**config.mk**
```make
export PLATFORM = sky130hd
export DESIGN_NAME = multicycle_ctrl
export DESIGN_NICKNAME = d
export VERILOG_FILES = /design/src/rtl/legv8_pkg.sv /design/src/rtl/multicycle_ctrl_opclass.sv /design/src/rtl/multicycle_ctrl.sv
export SDC_FILE = /design/constraint.sdc
export NUM_CORES = 1
export LEC_CHECK = 0
export BUFFER_PORTS_ARGS = -buffer_cell sky130_fd_sc_hd__buf_2
export CORE_MARGIN = 2
export CORE_UTILIZATION = 38
export CTS_CLUSTER_SIZE = 25
export DETAILED_ROUTE_END_ITERATION = 6
export PLACE_DENSITY = 0.79
export SLEW_MARGIN = 20
export SYNTH_ARGS = -nofsm -noshare
export SYNTH_HDL_FRONTEND = slang
export SYNTH_HIERARCHICAL = 1
export SYNTH_SLANG_ARGS = --single-unit
export TNS_END_PERCENT = 5
```
**constraint.sdc**
```tcl
create_clock -name clk -period 2.1 [get_ports clk]
set_input_delay 0.42 -clock clk [delete_from_list [all_inputs] [get_ports clk]]
set_output_delay 0.42 -clock clk [all_outputs]
set_load 0.03 [all_outputs]
```
**src/rtl/legv8_pkg.sv**
```systemverilog
// Shared LEGv8 control definitions: state encoding, opcodes, ALU op codes.
package legv8_pkg;

  typedef enum logic [3:0] {
    S_IDLE     = 4'd0,
    S_FETCH    = 4'd1,
    S_DECODE   = 4'd2,
    S_MEMADR   = 4'd3,
    S_MEMREAD  = 4'd4,
    S_MEMWB    = 4'd5,
    S_MEMWRITE = 4'd6,
    S_EXECUTE  = 4'd7,
    S_ALUWB    = 4'd8,
    S_BRANCH   = 4'd9
  } state_t;

  localparam logic [10:0] OP_LDUR       = 11'b11111000010;
  localparam logic [10:0] OP_STUR       = 11'b11111000000;
  localparam logic [10:0] OP_ADD        = 11'b10001011000;
  localparam logic [10:0] OP_SUB        = 11'b11001011000;
  localparam logic [10:0] OP_AND        = 11'b10001010000;
  localparam logic [10:0] OP_ORR        = 11'b10101010000;
  localparam logic [7:0]  OP_CBZ_PREFIX = 8'b10110100;

  localparam logic [1:0] ALUOP_ADD   = 2'b00;
  localparam logic [1:0] ALUOP_CBZ   = 2'b01;
  localparam logic [1:0] ALUOP_FUNCT = 2'b10;

  // One-hot-ish opcode classification; exactly one field is set.
  typedef struct packed {
    logic mem_ld;
    logic mem_st;
    logic rtype;
    logic cbz;
    logic illegal;
  } op_class_t;

endpackage

```
**src/rtl/multicycle_ctrl_opclass.sv**
```systemverilog
// Combinational opcode classifier: exact 11-bit match, CBZ on its 8-bit prefix.
module opclass
  import legv8_pkg::*;
(
  input  logic [10:0] op_i,
  output op_class_t   cls_o
);

  // Classify the IR opcode field into the instruction groups the FSM needs.
  always_comb begin
    cls_o        = '0;
    cls_o.mem_ld = (op_i == OP_LDUR);
    cls_o.mem_st = (op_i == OP_STUR);
    cls_o.rtype  = (op_i == OP_ADD) || (op_i == OP_SUB) ||
                   (op_i == OP_AND) || (op_i == OP_ORR);
    cls_o.cbz    = (op_i[10:3] == OP_CBZ_PREFIX);
    cls_o.illegal = !(cls_o.mem_ld || cls_o.mem_st || cls_o.rtype || cls_o.cbz);
  end

endmodule

```
**src/rtl/multicycle_ctrl.sv**
```systemverilog
// Multicycle LEGv8 main control FSM: Moore datapath controls per state,
// with the opcode consulted only in DECODE and MEMADR.
module multicycle_ctrl
  import legv8_pkg::*;
(
  input  logic        clk,
  input  logic        reset,
  input  logic [10:0] Op,
  input  logic        Zero,
  output logic [1:0]  aluop,
  output logic        PCWrite,
  output logic        PCWriteCond,
  output logic        IRWrite,
  output logic        MemRead,
  output logic        MemWrite,
  output logic        RegWrite,
  output logic        MemtoReg,
  output logic        Reg2Loc,
  output logic        ALUSrcA,
  output logic [1:0]  ALUSrcB,
  output logic        PCSrc,
  output logic        IllegalOp,
  output logic [3:0]  State
);

  state_t    state_q, state_d;
  op_class_t cls;

  // Zero is qualified with PCWriteCond in the datapath, never in here.
  logic unused_zero;
  assign unused_zero = Zero;

  opclass u_opclass (
    .op_i  (Op),
    .cls_o (cls)
  );

  assign State = state_q;

  // State register; reset aborts any instruction in flight.
  always_ff @(posedge clk or posedge reset) begin
    if (reset) state_q <= S_IDLE;
    else       state_q <= state_d;
  end

  // Next-state selection.
  always_comb begin
    state_d = S_FETCH;
    case (state_q)
      S_IDLE:    state_d = S_FETCH;
      S_FETCH:   state_d = S_DECODE;
      S_DECODE: begin
        if (cls.mem_ld || cls.mem_st) state_d = S_MEMADR;
        else if (cls.rtype)           state_d = S_EXECUTE;
        else if (cls.cbz)             state_d = S_BRANCH;
        else                          state_d = S_FETCH;
      end
      // A load/store opcode was latched through DECODE; anything else is
      // an unstable IR and falls back to a fresh fetch.
      S_MEMADR: begin
        if (cls.mem_ld)      state_d = S_MEMREAD;
        else if (cls.mem_st) state_d = S_MEMWRITE;
        else                 state_d = S_FETCH;
      end
      S_MEMREAD: state_d = S_MEMWB;
      S_EXECUTE: state_d = S_ALUWB;
      default:   state_d = S_FETCH;
    endcase
  end

  // Per-state datapath controls; everything not listed is 0.
  always_comb begin
    aluop       = ALUOP_ADD;
    PCWrite     = 1'b0;
    PCWriteCond = 1'b0;
    IRWrite     = 1'b0;
    MemRead     = 1'b0;
    MemWrite    = 1'b0;
    RegWrite    = 1'b0;
    MemtoReg    = 1'b0;
    Reg2Loc     = 1'b0;
    ALUSrcA     = 1'b0;
    ALUSrcB     = 2'b00;
    PCSrc       = 1'b0;
    IllegalOp   = 1'b0;
    case (state_q)
      S_FETCH: begin
        MemRead = 1'b1;
        IRWrite = 1'b1;
        ALUSrcB = 2'b01;
        PCWrite = 1'b1;
      end
      // Branch target PC + (imm<<2) is precomputed here into ALUOut.
      S_DECODE: begin
        ALUSrcB   = 2'b11;
        Reg2Loc   = cls.mem_st || cls.cbz;
        IllegalOp = cls.illegal;
      end
      S_MEMADR: begin
        ALUSrcA = 1'b1;
        ALUSrcB = 2'b10;
        Reg2Loc = cls.mem_st;
      end
      S_MEMREAD:  MemRead = 1'b1;
      S_MEMWB: begin
        RegWrite = 1'b1;
        MemtoReg = 1'b1;
      end
      S_MEMWRITE: begin
        MemWrite = 1'b1;
        Reg2Loc  = 1'b1;
      end
      S_EXECUTE: begin
        ALUSrcA = 1'b1;
        aluop   = ALUOP_FUNCT;
      end
      S_ALUWB:    RegWrite = 1'b1;
      S_BRANCH: begin
        ALUSrcA     = 1'b1;
        aluop       = ALUOP_CBZ;
        Reg2Loc     = 1'b1;
        PCWriteCond = 1'b1;
        PCSrc       = 1'b1;
      end
      default: ;
    endcase
  end

endmodule

```
== Yosys cells after proc, flatten, opt, wreduce, memory -nomap -nowiden ==
Index checks and enable logic that the tools add are counted.

* Bits in read-only memories: 0
* Bits in writable memories: 0
* Flip-flop bits (word level): 4
* Output and inout port bits: 19
* Memories: 0
* Word-level logic and storage cells: 46
* Latch bits: 0

* Div/mod/pow operators: 0
* Add/subtract/negate cells: 0
* Multipliers: 0
* Shift operators: 0
* Muxes and demuxes: 17
* Equality and inequality tests: 16
* Bitwise logic cells: 0
* $lt $le $gt $ge: 0
* Reductions and logical operators: 12

{| class="wikitable"
|+ Operator list
! cell !! number
|-
| $eq 11x11->1 const B || 6
|-
| $pmux 4 s5 || 1
|-
| $eq 4x3->1 const B || 4
|-
| $mux 4 || 3
|-
| $eq 4x2->1 const B || 2
|-
| $eq 4x4->1 const B || 2
|-
| $eq 8x8->1 const B || 1
|-
| $mux 1 || 8
|-
| $logic_or 1x1->1 || 7
|-
| $mux 3 || 2
|-
| $pmux 2 s3 || 1
|-
| $reduce_or 2->1 || 3
|-
| $eq 4x1->1 const B || 1
|-
| $pmux 2 s2 || 1
|-
| $pmux 1 s3 || 1
|-
| $reduce_or 3->1 || 1
|-
| $logic_not 1->1 || 1
|}

== Depth between registers and ports, before layout ==
Gate-level depths: netlist of the first run.

* Depth in word-level cells: 8
* Depth in mapped cells: 6
* Gate-level depth less buffers: 6

== Modules after synthesis ==
Netlist of the first run, hierarchy kept.

{| class="wikitable"
|+ By module, submodules not included
! module !! cells each !! times used !! area each (µm²) !! seq. area each (µm²)
|-
| multicycle_ctrl || 52 || 1 || 455.4 || 100.1
|-
| opclass || 15 || 1 || 102.6 || 0.0
|}

== Worst setup path after synthesis of the first run ==
No wires, ideal clock.

* Path kind: input to output
* Start point: input Op[0]
* End point: output Reg2Loc
* Arrival time: 1,989 ps
* Path buffers: 0
* Setup slack: -309 ps
* Cell stages on the path: 5
* Required time: 1,680 ps
* Cell sequence: or4_4 -> nor3_1 -> inv_1 -> o22ai_1 -> a31o_1

{| class="wikitable"
|+ RTL lines
! what !! RTL line !! text
|-
| start: declaration || multicycle_ctrl.sv:8 || <nowiki>input logic [10:0] Op,</nowiki>
|-
| end: declaration || multicycle_ctrl.sv:18 || <nowiki>output logic Reg2Loc,</nowiki>
|}

==> results of run 1 <==
-- worst max-delay path, stage by stage --
cell                      delay, ps
sky130_fd_sc_hd__buf_6           90
sky130_fd_sc_hd__or4_4          550
sky130_fd_sc_hd__nor3_4         140
sky130_fd_sc_hd__inv_1           50
sky130_fd_sc_hd__o22ai_1        140
sky130_fd_sc_hd__a31o_2         180
sky130_fd_sc_hd__buf_6          120
-- cells by family after synthesis --
logic type	synth area share, %
simple gates	44.8
buf+inv	14.8
compound gates	15.0
flops	17.9
mux	5.83
xor+xnor	1.57
-- worst min path at each step --
stage                     startpoint        to  slack (ps)  depth (start not counted)
final                          reset  State[3]          60                          2
after global routing           reset  State[0]          70                          2
after CTS                      reset  State[1]          60                          2
after detailed placement       reset  State[0]         300                          2
after global placement         reset  State[0]         300                          2
after floorplan                reset  State[0]         190                          1
-- placed cells by master, fill, tap and decap left out, types with 2 or more instances in the layout --
| cell | Yosys | layout |
|---|---|---|
| sky130_fd_sc_hd__nor3_1 | 5 | 4 |
| sky130_fd_sc_hd__nand2b_4 | 3 | 3 |
| sky130_fd_sc_hd__nand2_1 | 4 | 4 |
| sky130_fd_sc_hd__buf_6 | 4 | 2 |
| sky130_fd_sc_hd__buf_4 | 2 | 10 |
| sky130_fd_sc_hd__inv_1 | 6 | 6 |
| sky130_fd_sc_hd__dfrtp_1 | 4 | 4 |
| sky130_fd_sc_hd__and2_1 | 2 | 2 |
| sky130_fd_sc_hd__buf_2 | 0 | 29 |
| sky130_fd_sc_hd__clkbuf_4 | 0 | 3 |
| sky130_fd_sc_hd__mux2_2 | 2 | 2 |
| sky130_fd_sc_hd__nor2_1 | 10 | 10 |
| sky130_fd_sc_hd__a21oi_1 | 2 | 2 |
-- per-layer routing --
metal  wire [µm]  track usage (%)
met1         466             17.1
met2         651             27.4
met3          79             2.59
met4           0             5.63
met5           0                0
-- cell type report --
class,instances,share of cell area [%]
clock buffer,3,2.84
multi-input combinational,51,48.7
inverter,6,2.84
sequential,4,12.6
tap,15,2.37
timing repair buffer,41,30.6
-- stage by stage --
stage               util (%)  area, µm²  hold slack, ps
finish                  59.5        793            61.8
global route            59.5        793            72.5
CTS                     59.5        793            56.4
detailed placement      54.6        728             297
global placement        54.6        728             297
floorplan                  -        569             186
-- power groups by stage --
stage               Combinational (mW)  Sequential, mW  Clock (mW)
floorplan                       0.0146          0.0791           0
global placement                0.0301          0.0790           0
detailed placement              0.0310          0.0791           0
CTS                             0.0323          0.0781      0.0924
global route                    0.0356          0.0781       0.101
finish                          0.0321          0.0781      0.0889
-- what timing repair did --
item	4_1_cts	5_1_grt
pin swaps	3	0
buffers inserted	4	0
resized for setup	3	0
setup endpoints to repair	1	2
hold buffers	0	0
==> results_dict.tcl, run 1 <==
set metrics [dict create \
    result_of_the_run "finished, violations left" \
    violations "setup timing" \
    report.final.setup_viol 1 \
    critPathArrivalTime_ps 1690 \
    critPathCapture "Reg2Loc" \
    grt_antenna_before_repair 0 \
    netlist_area_um2 558 \
    instances_no_fill 120 \
    finalWeightedCongestion 0.757 \
    numPortBuffers 31 \
    finalHoldViolations 0 \
    worstSkewPairLatency_ps 220 \
    timing.critical_path.from_type "input pin" \
    critical_register_to_register_path_endpoint "State[2]" \
    worst-path-max-fanout 2 \
    clock-sinks 4 \
    synth_top_area_share_pct 17.9 \
    dp_hpwl_um 1030 \
    net_count_synth 81 \
    overflow 0 \
    syn-instance-count 67 \
    vias_per_cell 5.04 \
    clock_tree.htree_level_count 1 \
    startpoint "Op[2]" \
    final_period_minus_worst_setup_slack_ps 2110 \
    cap_viol_max_count 0 \
    groute.usage.overall_pct 15.0 \
    final.fill_count 113 \
    layout.area.seq_um2 100 \
    power_switching_mw 0.0411 \
    proportion_of_power_drawn_by_combinational_gates_pct 16.1 \
    worst_setup_end_kind "output pin" \
    power.total_mw 0.199 \
    layout-drive-gt1-share_pct 54.3 \
    synth.lib_cells_used.distinct 33 \
    fin_tns_setup_ps -8.59 \
    postSynthAreaPerCell_um2 8.33 \
    post_synth_most_frequent_cells "10 x sky130_fd_sc_hd__nor2_1, 6 x sky130_fd_sc_hd__inv_1, 5 x sky130_fd_sc_hd__nor3_1" \
    wl_per_cell_um 9.98 \
    max-slew-margin-rel_pct 72.8 \
    die_w_um 42.3 \
    core_region_area_um2 1330 \
    clk_pin_slew_worst_paths_ps 30 \
    initial_drc_count 10 \
    async_reset_ff_share_pct 100 \
    cts_tree "yes" \
    pin_count_of_the_biggest_net_entering_global_routing 13 \
    rsz0062_at_grt "true" \
    routed-via-count 605 \
    synthFlopType "sky130_fd_sc_hd__dfrtp_1" \
    multi_input_area_um2 387 \
    ant_nets 0 \
    pre_cts_ws_ps -121 \
    post-synth-top-count-cell "sky130_fd_sc_hd__nor2_1" \
    post-route-period-util_pct 100 \
    reg2regPathDepth 3 \
    rrSetupSlack_ps 910 \
    power.share.sequential_pct 39.2 \
    transition_at_the_pin_with_the_smallest_max_transition_slack_ps 407 \
    cts_buffers 3 \
    fin_skew_ps 0.0887 \
    num_rows 13 \
    critPathKind "in2out" \
    vdd_ir_drop_max_mv 0.223 \
    finalMaxSlewViolations 0 \
    ys.warnings.count 6 \
    synth_seq_area_share_pct 17.9 \
    die_h_um 42.3 \
    timing.rr.start "State[2]" \
    power.share.switching_pct 20.6 \
    most_area_consuming_cells_after_synthesis "sky130_fd_sc_hd__dfrtp_1 18%, sky130_fd_sc_hd__buf_6 8.1%, sky130_fd_sc_hd__nand2b_4 7.4%" \
    global_route_wire_length_before_repair_um 2120 \
    crit_required_ps 1680 \
    syn2layout_area_growth_pct 42.2 \
    pwr_density_cell_nw_per_um2 251 \
    grt_pass1_vias 550 \
    drt_first_pass_iters 2 \
    route.final.wire_length_um 1200 \
    worst_slack_ps -8.59 \
    start_util_pct 41.8 \
    largest_register_ffs 4 \
    cts.path.max_buffers 2 \
    count_of_antenna_diodes_in_the_layout 0 \
    drc 0 \
    clockRootBuffer "sky130_fd_sc_hd__clkbuf_4" \
    ys_seq_elements 4 \
    clock_power_share_pct 44.6 \
    power.static_leakage_nw 0.414 \
    synth_edf_count 0 \
    holdCritPathClass "in2async" \
    internal_power_mw 0.158 \
    die_area_um2 1790 \
    synth_largest_area_cell "sky130_fd_sc_hd__dfrtp_1" \
    placedCellCount 113 \
    floorplan.io_pins 33 \
    timing.fmax_mhz 474 \
    num-nets-final 121 \
]
Note: power is estimated with default switching activity, not from simulation.
==> run 2, diff against run 1 <==
==> constraint.sdc (replaced) <==
create_clock -name clk -period 2.1 [get_ports clk]
set_input_delay 0.315 -clock clk [delete_from_list [all_inputs] [get_ports clk]]
set_output_delay 0.315 -clock clk [all_outputs]
set_load 0.03 [all_outputs]
==> run 2 against run 1 <==
Against the previous run: the run now ends clean; critical path depth stayed put; worst setup slack better by 72 ps; power is 3.1% higher; combinational power is 2% lower; non-clock buffer count is 7 lower; utilization is 4.0 points lower; sequential power hardly changed; wire length is 8.4% higher; critical path type unchanged; critical endpoint unchanged; highest routed layer is now met4.
==> results_dict.tcl, run 2 (same netlist as run 1, synthesis figures left out) <==
set metrics [dict create \
    critPathArrivalTime_ps 1720 \
    cap_viol_max_count 0 \
    drc 0 \
    finalHoldViolations 0 \
    cts_tree "yes" \
    layout-drive-gt1-share_pct 50.0 \
    proportion_of_power_drawn_by_combinational_gates_pct 15.4 \
    transition_at_the_pin_with_the_smallest_max_transition_slack_ps 430 \
    final_period_minus_worst_setup_slack_ps 2040 \
    most-common-layout-cells "30 x sky130_fd_sc_hd__buf_2, 10 x sky130_fd_sc_hd__nor2_1, 6 x sky130_fd_sc_hd__inv_1" \
    routed-via-count 578 \
    power.static_leakage_nw 0.375 \
    vdd_ir_drop_max_mv 0.206 \
    dp_hpwl_um 1020 \
    route.final.wire_length_um 1300 \
    initial_drc_count 13 \
    timing.fmax_mhz 491 \
    holdCritPathClass "in2async" \
    cts.path.max_buffers 2 \
    timing.critical_path.from_type "input pin" \
    worstSkewPairLatency_ps 230 \
    wl_per_cell_um 11.5 \
    grt_antenna_before_repair 0 \
    finalMaxSlewViolations 0 \
    worst_hold_slack_ps 496 \
    syn2layout_area_growth_pct 32.5 \
    critPathKind "in2out" \
    instances_no_fill 113 \
    finalWeightedCongestion 0.682 \
    num_rows 13 \
    die_area_um2 1790 \
    fin_tns_setup_ps 0 \
    vias_per_cell 5.12 \
    result_of_the_run "finished, final reports clean" \
    post_dp_cell_area_um2 692 \
    power_switching_mw 0.0473 \
    worst-path-max-fanout 4 \
    ant_nets 0 \
    post-route-period-util_pct 97.0 \
    cts_buffers 3 \
    pwr_density_cell_nw_per_um2 277 \
    groute.usage.overall_pct 15.7 \
    final_common_cell "sky130_fd_sc_hd__buf_2" \
    design_area_um2 739 \
    crit_required_ps 1780 \
    overflow 0 \
    core_region_area_um2 1330 \
    clock-sinks 4 \
    power.share.switching_pct 23.1 \
    clockRootBuffer "sky130_fd_sc_hd__clkbuf_4" \
    clk_pin_slew_worst_paths_ps 40 \
    layout.core_utilization_pct 55.4 \
    power.share.sequential_pct 38.1 \
    grt_pass1_vias 533 \
    count_of_antenna_diodes_in_the_layout 0 \
    pin_count_of_the_biggest_net_entering_global_routing 13 \
    clock_power_share_pct 46.5 \
    report.final.setup_viol 0 \
    numPortBuffers 31 \
    num-nets-final 114 \
    fin_skew_ps 0.0288 \
    floorplan.io_pins 33 \
    global_route_wire_length_before_repair_um 2160 \
    placedCellCount 109 \
    internal_power_mw 0.158 \
    max-slew-margin-rel_pct 71.4 \
    timing.rr.start "State[2]" \
    die_w_um 42.3 \
    largest_register_ffs 4 \
    clock_tree.htree_level_count 1 \
    die_h_um 42.3 \
    start_util_pct 41.8 \
    worst_setup_end_kind "output pin" \
    startpoint "Op[0]" \
    drt_first_pass_iters 4 \
    postCtsSetupBuffers 0 \
]
## run 2: worst paths after layout
check                           end  slack [ps]  depth (start not counted)
hold reg to reg            State[2]         730                          1
hold / removal             State[2]         500                          3
setup / recovery            Reg2Loc          60                          7
min in group clk           State[3]         600                          4
max in group asynchronous  State[3]        1460                          3
setup reg to reg           State[2]         890                          3
## run 2: power groups by stage
stage                     logic (mW)  clock network [mW]  registers [mW]
after floorplan               0.0144                   0          0.0791
after global placement        0.0286                   0          0.0792
after detailed placement      0.0297                   0          0.0792
after CTS                     0.0312              0.0989          0.0782
after global routing          0.0353               0.113          0.0781
final                         0.0316              0.0953          0.0782
## run 2: through the flow
| step | power (mW) | setup WS (ps) |
|---|---|---|
| 2_1_floorplan | 0.0935 | 65.6 |
| 3_3_place_gp | 0.108 | 60.5 |
| 3_5_place_dp | 0.109 | 23.1 |
| 4_1_cts | 0.208 | 23.1 |
| 5_1_grt | 0.227 | -18.5 |
| 6_report | 0.205 | 63.2 |
## run 2: what timing repair did
| item | in CTS | in global routing |
|---|---|---|
| gates resized for setup | 0 | 4 |
| hold endpoints to repair | 4 | 0 |
| hold buffers | 1 | 0 |
| endpoints found under the setup margin | 0 | 1 |
## run 2: layer usage
| layer | vias up | global-route usage, % | share of wire, % |
|---|---|---|---|
| met5 | - | 0 | 0 |
| met4 | 0 | 7.50 | 1.1 |
| met3 | 2 | 5.17 | 7.5 |
| met2 | 25 | 26.5 | 51 |
| met1 | 254 | 17.6 | 40 |
| li1 | 297 | - | - |
## run 2: worst max-delay path, stage by stage
cell,delay [ps]
sky130_fd_sc_hd__buf_2,100
sky130_fd_sc_hd__or4_4,560
sky130_fd_sc_hd__nor3_4,210
sky130_fd_sc_hd__inv_1,70
sky130_fd_sc_hd__o22ai_2,150
sky130_fd_sc_hd__a31o_1,160
sky130_fd_sc_hd__buf_4,150
## run 2: area by class of cell
class	count	area [µm²]
timing repair buffer	34	183
clock buffer	3	22.5
sequential	4	100
fill	133	594
inverter	6	22.5
multi-input combinational	51	393
tap	15	18.8
